==> config.mk <==
export PLATFORM = sky130hd
export DESIGN_NAME = instr_mem_loader
export DESIGN_NICKNAME = d
export VERILOG_FILES = /design/src/rtl/instr_mem_loader.sv
export SDC_FILE = /design/constraint.sdc
export NUM_CORES = 1
export LEC_CHECK = 0
export CAP_MARGIN = 20
export CORE_MARGIN = 3
export CORE_UTILIZATION = 40
export DETAILED_ROUTE_END_ITERATION = 8
export PLACE_DENSITY = 0.68
export SLEW_MARGIN = 20
export SYNTH_ARGS = -nofsm -noshare
export SYNTH_HDL_FRONTEND = slang
export SYNTH_SLANG_ARGS = --single-unit
==> constraint.sdc <==
create_clock -name clk -period 3.4 [get_ports clk]
set_clock_uncertainty 0.1 [all_clocks]
set_input_delay 0.68 -clock clk [delete_from_list [all_inputs] [get_ports clk]]
set_output_delay 0.68 -clock clk [all_outputs]
set_load 0.02 [all_outputs]
==> src/rtl/instr_mem_loader.sv <==
// Byte-stream program loader: takes a 16-bit word-count header and 3-byte instructions
// from a valid/ready byte stream, writes them into instruction memory and then releases the CPU.
//
// state  | meaning
// IDLE   | waiting for start, CPU held in reset
// HDR_HI | waiting for count[15:8]
// HDR_LO | waiting for count[7:0], header legality checked on accept
// B0     | waiting for word[19:16] (low nibble of the byte)
// B1     | waiting for word[15:8]
// B2     | waiting for word[7:0]
// WRITE  | one-cycle memory write strobe
// DONE   | load complete, CPU released
// ERROR  | illegal header, CPU stays held
module instr_mem_loader #(
    parameter int DEPTH = 512,
    parameter int AW    = 15,
    parameter int DW    = 20
) (
    input  logic          clk,
    input  logic          reset,
    input  logic          start,
    input  logic [7:0]    rx_data,
    input  logic          rx_valid,
    output logic          rx_ready,
    output logic          we,
    output logic [AW-1:0] wa,
    output logic [DW-1:0] wd,
    output logic          cpu_reset,
    output logic          busy,
    output logic          done,
    output logic          error
);

    // addr must be wide enough both to drive wa and to compare against the 16-bit count
    localparam int CW = (AW > 16) ? AW : 16;
    localparam logic [16:0] DEPTH_V = 17'(DEPTH);

    typedef enum logic [3:0] {
        IDLE, HDR_HI, HDR_LO, B0, B1, B2, WRITE, DONE, ERROR
    } state_t;

    state_t        state;
    state_t        state_nxt;
    logic [15:0]   count;
    logic [CW-1:0] addr;
    logic [3:0]    b0;
    logic [7:0]    b1;
    logic          accept;
    logic [15:0]   hdr;
    logic          last;

    assign accept = rx_valid && rx_ready;
    assign hdr    = {count[15:8], rx_data};
    assign last   = (addr == (CW'(count) - CW'(1)));

    always_comb begin
        state_nxt = state;
        case (state)
            IDLE:    if (start) state_nxt = HDR_HI;
            HDR_HI:  if (accept) state_nxt = HDR_LO;
            HDR_LO: begin
                if (accept) begin
                    if (hdr == 16'd0 || {1'b0, hdr} > DEPTH_V)
                        state_nxt = ERROR;
                    else
                        state_nxt = B0;
                end
            end
            B0:      if (accept) state_nxt = B1;
            B1:      if (accept) state_nxt = B2;
            B2:      if (accept) state_nxt = WRITE;
            WRITE:   state_nxt = last ? DONE : B0;
            DONE:    state_nxt = DONE;
            ERROR:   state_nxt = ERROR;
            default: state_nxt = IDLE;
        endcase
    end

    // Outputs are registered from the next state so they line up with the state register.
    always_ff @(posedge clk) begin
        if (!reset) begin
            state     <= IDLE;
            count     <= '0;
            addr      <= '0;
            b0        <= '0;
            b1        <= '0;
            rx_ready  <= 1'b0;
            we        <= 1'b0;
            wa        <= '0;
            wd        <= '0;
            cpu_reset <= 1'b0;
            busy      <= 1'b0;
            done      <= 1'b0;
            error     <= 1'b0;
        end else begin
            state     <= state_nxt;
            rx_ready  <= state_nxt inside {HDR_HI, HDR_LO, B0, B1, B2};
            busy      <= state_nxt inside {HDR_HI, HDR_LO, B0, B1, B2, WRITE};
            we        <= (state_nxt == WRITE);
            cpu_reset <= (state_nxt == DONE);
            done      <= (state_nxt == DONE);
            error     <= (state_nxt == ERROR);

            if (accept) begin
                case (state)
                    HDR_HI: count[15:8] <= rx_data;
                    HDR_LO: begin
                        count[7:0] <= rx_data;
                        addr       <= '0;
                    end
                    B0:     b0 <= rx_data[3:0];
                    B1:     b1 <= rx_data;
                    B2: begin
                        wa <= addr[AW-1:0];
                        wd <= DW'({b0, b1, rx_data});
                    end
                    default: ;
                endcase
            end

            if (state == WRITE && !last)
                addr <= addr + CW'(1);
        end
    end

endmodule

# After elaboration in Yosys (flattened, before gate mapping)
# Index checks and enable logic that the tools add are counted.
[word_totals] regBits=88 word_cells=61 output_inout_bits=41 input_bits=12
[op_classes] muxes=12 n_lt_le_gt_ge=1 add_sub_neg=2 n_reduce_logical=16 eq_ne=17
[ops] cell="16-bit two-way mux" n=3
[ops] cell="4-bit case mux with 9 select lines" n=1
[ops] cell="4-bit by 3-bit equality test with 1-bit output (second input constant)" n=8
[ops] cell="4-bit two-way mux" n=7
[ops] cell="16-bit by 1-bit adder with 16-bit output (second input constant)" n=1
[ops] cell="16-bit equality test" n=1
[ops] cell="4-bit by 2-bit equality test with 1-bit output (second input constant)" n=4
[ops] cell="16-bit by 10-bit > comparator with 1-bit output (second input constant)" n=1
[ops] cell="16-bit zero test" n=1
[ops] cell="16-bit by 1-bit subtractor with 16-bit output (second input constant)" n=1
[ops] cell="2-bit AND reduction" n=6
[ops] cell="4-bit by 1-bit equality test with 1-bit output (second input constant)" n=2
[ops] cell="4-bit equality test (second input constant)" n=2
[ops] cell="6-bit nonzero test" n=1
[ops] cell="5-bit nonzero test" n=1
[ops] cell="4-bit zero test" n=1
[ops] cell="2-bit nonzero test" n=2
[ops] cell="3-bit two-way mux" n=1
[ops] cell="1-bit logical AND" n=2
[ops] cell="1-bit zero test" n=1
[ops] cell="1-bit logical OR" n=1

# Longest topological paths before layout
# Gate-level depths: netlist of run 1.
[logic_depth] word_depth=7 ltp_mapped=11

# Least setup slack after synthesis of run 1
# No wires, ideal clock.
[synth_path] path_type="reg-to-reg" startpoint="reg count[0]" endpoint="reg addr[10]" setup_slack_ns=0.647 synth_period_minus_slack_ns=2.753 path_stages_with_launch=11 path_buffers=1 arrival_ns=2.531 t_required_ns=3.178 cell_sequence="dfxtp_1 -> inv_1 -> ha_1 -> nor2b_1 -> or3_1 -> a31o_2 -> nor4_1 -> and4b_1 -> a21oi_1 -> buf_2 -> a221o_1"
[synth_between] elab_chain_len=6
[synth_rtl] element="from (decl)" line_no="44" text="logic [15:0] count;"
[synth_rtl] element="from (signal assigned)" line_no="108" text="count[7:0] <= rx_data;"
[synth_rtl] element="16-bit by 1-bit subtractor with 16-bit output (*)" line_no="54" text="assign last = (addr == (CW'(count) - CW'(1)));"
[synth_rtl] element="16-bit equality test (*)" line_no="54"
[synth_rtl] element="1-bit zero test (*)" line_no="121" text="if (state == WRITE && !last)"
[synth_rtl] element="1-bit logical AND (*)" line_no="121"
[synth_rtl] element="2-bit nonzero test (no line)"
[synth_rtl] element="2-bit AND reduction (no line)"
[synth_rtl] element="to (signal assigned)" line_no="122" text="addr <= addr + CW'(1);"
[synth_rtl] element="to (decl)" line_no="45" text="logic [CW-1:0] addr;"
# Every way passes the cells marked *; elsewhere a longest branch is shown, timed or not.
# A chain may end at the register's enable or synchronous reset.

# Worst setup path after layout of run 1
[layout_path] startpoint="reg count[0]" endpoint="reg addr[0]"
# The elaborated chain is that of the path after synthesis.

==> results of run 1 <==
layout by cell type (no fill, tap or decap), types with 3 or more instances in the layout:
cell type          n
buf_4             13
nor4b_1            4
a221o_1            6
a22o_1             3
inv_1              9
and3_1            13
xnor2_1           11
clkdlybuf4s50_1   52
nor2b_1            5
nor2_1            47
clkbuf_8           9
nand3_1           14
nand2_1          107
or4_1              4
bufinv_16          4
xor2_1             7
nor4_1             5
a21oi_1           55
mux2i_1           22
dfxtp_1           88
a31o_2             3
nor3_1             4
nand4_1            6
o21ai_0            6
and3b_1            3
nor3b_1            3
repair_timing:
| action | CTS | global route |
|---|---|---|
| gates resized for setup | 0 | 1 |
| setup buffers | 0 | 0 |
| setup endpoints to repair | 0 | 7 |
layer usage:
metal / vias up / part of all wire, % / GRT usage [%] / wire [um]
li1: 1794 / - / - / -
met1: 1627 / 48 / 21.9 / 4520
met2: 75 / 46 / 28.0 / 4330
met3: 14 / 5.1 / 4.31 / 486
met4: 0 / 1.6 / 6.30 / 149
met5: - / 0 / 0 / 0
kinds of logic (layout without fill, tap and decap cells):
| group | Yosys count | in the layout | share of synthesized area, % |
|---|---|---|---|
| and+or+nand+nor | 233 | 233 | 27.6 |
| DFF | 88 | 88 | 43.6 |
| adders and majority gates | 2 | 2 | 0.619 |
| AOI/OAI and AO/OA | 89 | 89 | 14.0 |
| xor gates and xnor gates | 18 | 18 | 3.90 |
| muxes | 23 | 23 | 5.73 |
| buffers and inverters | 44 | 93 | 4.61 |
where the power goes:
group	leakage, nW	internal, W	switching [W]
Combinational	1.11	0.0000513	0.0000642
Clock	0.136	0.000573	0.000392
Sequential	0.710	0.00104	0.00000882
Total	1.96	0.00166	0.000465
through the flow:
step | area, um2 | util, % | hold WS, ns | total power (W) | instances
global route | 5000 | 50.9 | 0.384 | 0.00220 | 679
detailed placement | 4720 | 48.1 | 0.347 | 0.00119 | 663
global placement | 4720 | 48.1 | 0.338 | 0.00118 | 663
floorplan | 4040 | - | 0.332 | 0.00113 | 497
CTS | 4990 | 50.9 | 0.359 | 0.00215 | 679
finish | 5000 | 50.9 | 0.355 | 0.00213 | 679
worst max-delay path, stage by stage (launching register included):
cell,delay (ns)
dfxtp_1,0.41
inv_1,0.07
ha_1,0.23
nor2b_1,0.18
or3_1,0.36
a31o_2,0.23
nor4_1,0.26
and4b_1,0.35
a21boi_4,0.14
nor2_2,0.41
mux2_2,0.25
sequential cells by signal, indices dropped and copies added, names as in the netlist:
register and count:
rx_ready 1, addr 16, wa 15, b1 8
error 1, busy 1, wd 20, done 1
we 1, state 4, count 16, b0 4
layout make-up:
cell class                      instances  share of cell area [%]
Clock inverter                          7                    2.98
Multi-Input combinational cell        365                    42.1
Inverter                               10                   0.751
Timing Repair Buffer                   67                    13.2
Sequential cell                        88                    35.2
Tap cell                              133                    3.33
Clock buffer                            9                    2.48
worst paths after layout:
kind,slack (ns),depth (start not counted),to
worst min register to register,0.36,2,wa[6]
worst max register to register,0.35,10,addr[0]
worst min-delay path,0.36,2,wa[6]
worst max-delay path,0.35,10,addr[0]
==> out/metrics.cfg, run 1 <==
[clock_network]
htreeDepth=3
cts_tree=yes
cts_root_buffer=clkbuf_8
clock-sinks=88
cts_made_buffers=9
path_clk_slew_ns=0.09
cts.path.max_buffers=2
cts_hold_buf=0
clk_latency_ns=0.36

[global_routing]
antenna_found_initial=0
grt_pass1_wl_um=15700
grt_overflow=0
grt_max_degree=43
grt_pass1_vias=3317
grt_util_all_layers_pct=17.1

[die]
fp.coreArea_mm2=0.00982
die_x_um=107
die_area_mm2=0.0113
rows=36
io_pins=53
initial_core_util_pct=41.2
die_h_um=107

[routing]
wirelength_um=9480
drtPass1Iterations=4
detailroute.via_count=3510
detail-route-antenna-nets=0
drc=0
wire_per_inst_um=14.0
first_iter_violations=150
drt-vias-per-instance=5.17

[synth]
synth-edff-count=0
synthArstFlopShare_pct=0
synth.distinct_cells=55
post-synth-top-count-cell=nand2_1
ys_top_cells_by_area=dfxtp_1 44%, nand2_1 9.9%, a21oi_1 6.9%
postSynthAreaPerCell_um2=8.13
syn_area_mm2=0.00404
synth_common_cells=107 x nand2_1, 88 x dfxtp_1, 56 x a21oi_1, 47 x nor2_1, 29 x clkbuf_1
ys.flop_type=dfxtp_1
yosysWarnings=0
synthesis.nets=511
yosysSeqAreaShare_pct=43.6
synth.largest_area_cell=dfxtp_1
synth_cells=497
yosysTopAreaCellShare_pct=43.6
synth_seq_cells=88

[sta]
slew_headroom_pct=59.7
setup_viol=0
worstMarginPinSlew_ns=0.605
finalCritPeriodShare_pct=89.7
fin_setup_tns_ns=0
rsz0062_at_grt=false
fin_ws_ns=0.349
drv_slew=0
fin_crit_ns=3.05
timing.final.hold_violations=0
fmax_ghz=0.328

[status]
outcome=finished clean

[worst_setup_path]
reg2reg_from=count[0]
start_kind=register
worst-setup-path-type=register to register
worstPathArrival_ns=3.26
cp-end-kind=register
cp_max_fo=11
crit_required_ns=3.61
crit_start=count[0]

[worst_hold_path]
min_path_type=register to register
hold_path_startpoint=wa[6]

[layout]
fill_cells=974
ff_latch_area_mm2=0.00176
nets=555
multi_input_comb_area_mm2=0.00210
diodes=0
areaGrowthSynthToFinish_pct=23.7
drive_gt1_share_pct=8.79

[power]
p_per_area_mw_per_mm2=425
p_leak_nw=1.96
irDropWorstVdd_v=0.000217

[placed_design]
numPortBuffers=52
hpwl_um=6760
place_ws_ns=0.179
gp_congestion=0.914

[flow_run]
cap_violations=0

No activity file was read; power rests on OpenSTA's default activity.
==> run 2, diff against run 1 <==
- CTS_BUF_LIST: not set -> sky130_fd_sc_hd__clkbuf_2
==> out/metrics.cfg, run 2 (synthesis gave the netlist of run 1 again) <==
[sta]
finalCritPeriodShare_pct=90.5  ; +0.80 points
drv_slew=0  ; unchanged
worstMarginPinSlew_ns=0.600  ; -0.00465 ns
fin_setup_tns_ns=0  ; unchanged
rsz0062_at_grt=false
hold_slack_ns=0.367  ; +0.0123 ns
timing.final.hold_violations=0  ; unchanged
slew_headroom_pct=60.0  ; +0.31 points
fin_crit_ns=3.08  ; +0.0271 ns
fmax_ghz=0.325  ; -0.88%
setup_viol=0  ; unchanged
fin_ws_ns=0.322  ; -0.0271 ns

[power]
p_leak_nw=1.93  ; -1.4%
irDropWorstVdd_v=0.000215  ; -0.80%
p_per_area_mw_per_mm2=394  ; -7.4%
power.total_w=0.00194  ; -8.8%

[routing]
detailroute.via_count=3514  ; +0.11%
first_iter_violations=169  ; +13%
drtPass1Iterations=4  ; unchanged
drc=0  ; unchanged
wire_per_inst_um=13.8  ; -0.85%
drt-vias-per-instance=5.18  ; +0.11%
detail-route-antenna-nets=0  ; unchanged
wirelength_um=9400  ; -0.85%

[clock_network]
clk_latency_ns=0.55  ; +0.19 ns
path_clk_slew_ns=0.25  ; +0.16 ns
cts_tree=yes
htreeDepth=3  ; unchanged
cts.path.max_buffers=2  ; unchanged
cts_made_buffers=9  ; unchanged
clock-sinks=88  ; unchanged
cts_root_buffer=clkbuf_2

[global_routing]
antenna_found_initial=0  ; unchanged
grt_util_all_layers_pct=17.1  ; -0.038 points
grt_pass1_vias=3301  ; -0.48%
grt_max_degree=43  ; unchanged
grt_pass1_wl_um=15700  ; -0.27%
grt_overflow=0  ; unchanged

[worst_setup_path]
slowest_stage=dfxtp_1
start_kind=register
worstPathArrival_ns=3.46  ; +0.20 ns
cp_max_fo=11  ; unchanged
worstPathCellList=inv_1 > ha_1 > nor2b_1 > or3_1 > a31o_2 > nor4_1 > and4b_1 > a21boi_4 > nor2_2 > a221o_1
worst-setup-path-type=register to register
slowest_delay_ns=0.46  ; +0.05 ns
cp-end-kind=register
crit_required_ns=3.79  ; +0.18 ns

[placed_design]
hpwl_um=6760  ; unchanged
place_area_mm2=0.00472  ; unchanged
numPortBuffers=52  ; unchanged
place_ws_ns=0.179  ; unchanged
gp_congestion=0.914  ; unchanged

[die]
fp.coreArea_mm2=0.00982  ; unchanged
die_h_um=107  ; unchanged
rows=36  ; unchanged
die_area_mm2=0.0113  ; unchanged
initial_core_util_pct=41.2  ; unchanged
die_x_um=107  ; unchanged
io_pins=53  ; unchanged

[flow_run]
cap_violations=0  ; unchanged

[worst_hold_path]
min_path_type=register to register

[layout]
final_area_mm2=0.00492  ; -1.6%
top_regs=wd: 20 flops, addr: 16 flops, count: 16 flops
layout_commonest_cell=nand2_1
final_cell_mix=107 x nand2_1, 88 x dfxtp_1, 55 x a21oi_1
largest_reg_flops=20  ; unchanged
diodes=0  ; unchanged
max_flop_register=wd
nets=555  ; unchanged
drive_gt1_share_pct=8.79  ; unchanged
areaGrowthSynthToFinish_pct=21.7

[status]
outcome=finished clean

-- run 2: changes by cell type in the layout (fill, tap and decap cells not counted) --
cell      change
clkbuf_8      -9
clkbuf_2      +9
-- run 2: area by class of cell --
| type | instances | area, um2 |
|---|---|---|
| inverters | 10 | 37.5 |
| multi-input cells | 365 | 2100 |
| clock buffers | 9 | 45.0 |
| repair buffers | 67 | 658 |
| well taps | 133 | 166 |
| clock inverters | 7 | 149 |
| fillers | 994 | 4900 |
| flip-flops and latches | 88 | 1760 |
-- run 2: power by group --
part           leakage [nW]  internal [W]  switching, W  total [W]
Clock                 0.109      0.000401      0.000371   0.000772
Combinational          1.11     0.0000513     0.0000641   0.000115
Sequential            0.710       0.00104    0.00000876    0.00105
-- run 2: worst paths after layout --
path,slack (ns),startpoint,end,depth (start not counted)
setup / recovery,0.32,count[0],addr[6],10
hold / removal,0.37,wa[6],wa[6],2
setup reg to reg,0.32,count[0],addr[6],10
hold reg to reg,0.37,wa[6],wa[6],2
-- run 2: what timing repair did --
item | in CTS | in global routing
gates resized for setup | 0 | 1
hold buffers | 0 | 0
setup buffers | 0 | 0
setup endpoints to repair | 0 | 7
-- run 2: layer usage --
layer	GRT usage (%)	routed length [um]	vias up
met5	0	0	-
met4	6.85	189	0
met3	3.70	476	15
met2	28.2	4340	69
met1	21.8	4400	1637
li1	-	-	1793
-- run 2: metrics by stage --
step                      utilization [%]  cells
after floorplan                         -    497
after global placement               48.1    663
after detailed placement             48.1    663
after CTS                            50.1    679
after global routing                 50.1    679
final                                50.1    679
-- run 2: worst max-delay path, delay by kind of cell (launching register included) --
| kind | cells | cell delay, ns |
|---|---|---|
| adder cells (fa/ha/maj) | 1 | 0.23 |
| AND/OR/NAND/NOR | 5 | 1.56 |
| flip-flops | 1 | 0.46 |
| buffers and inverters | 1 | 0.07 |
| AO/OA/AOI/OAI | 3 | 0.59 |
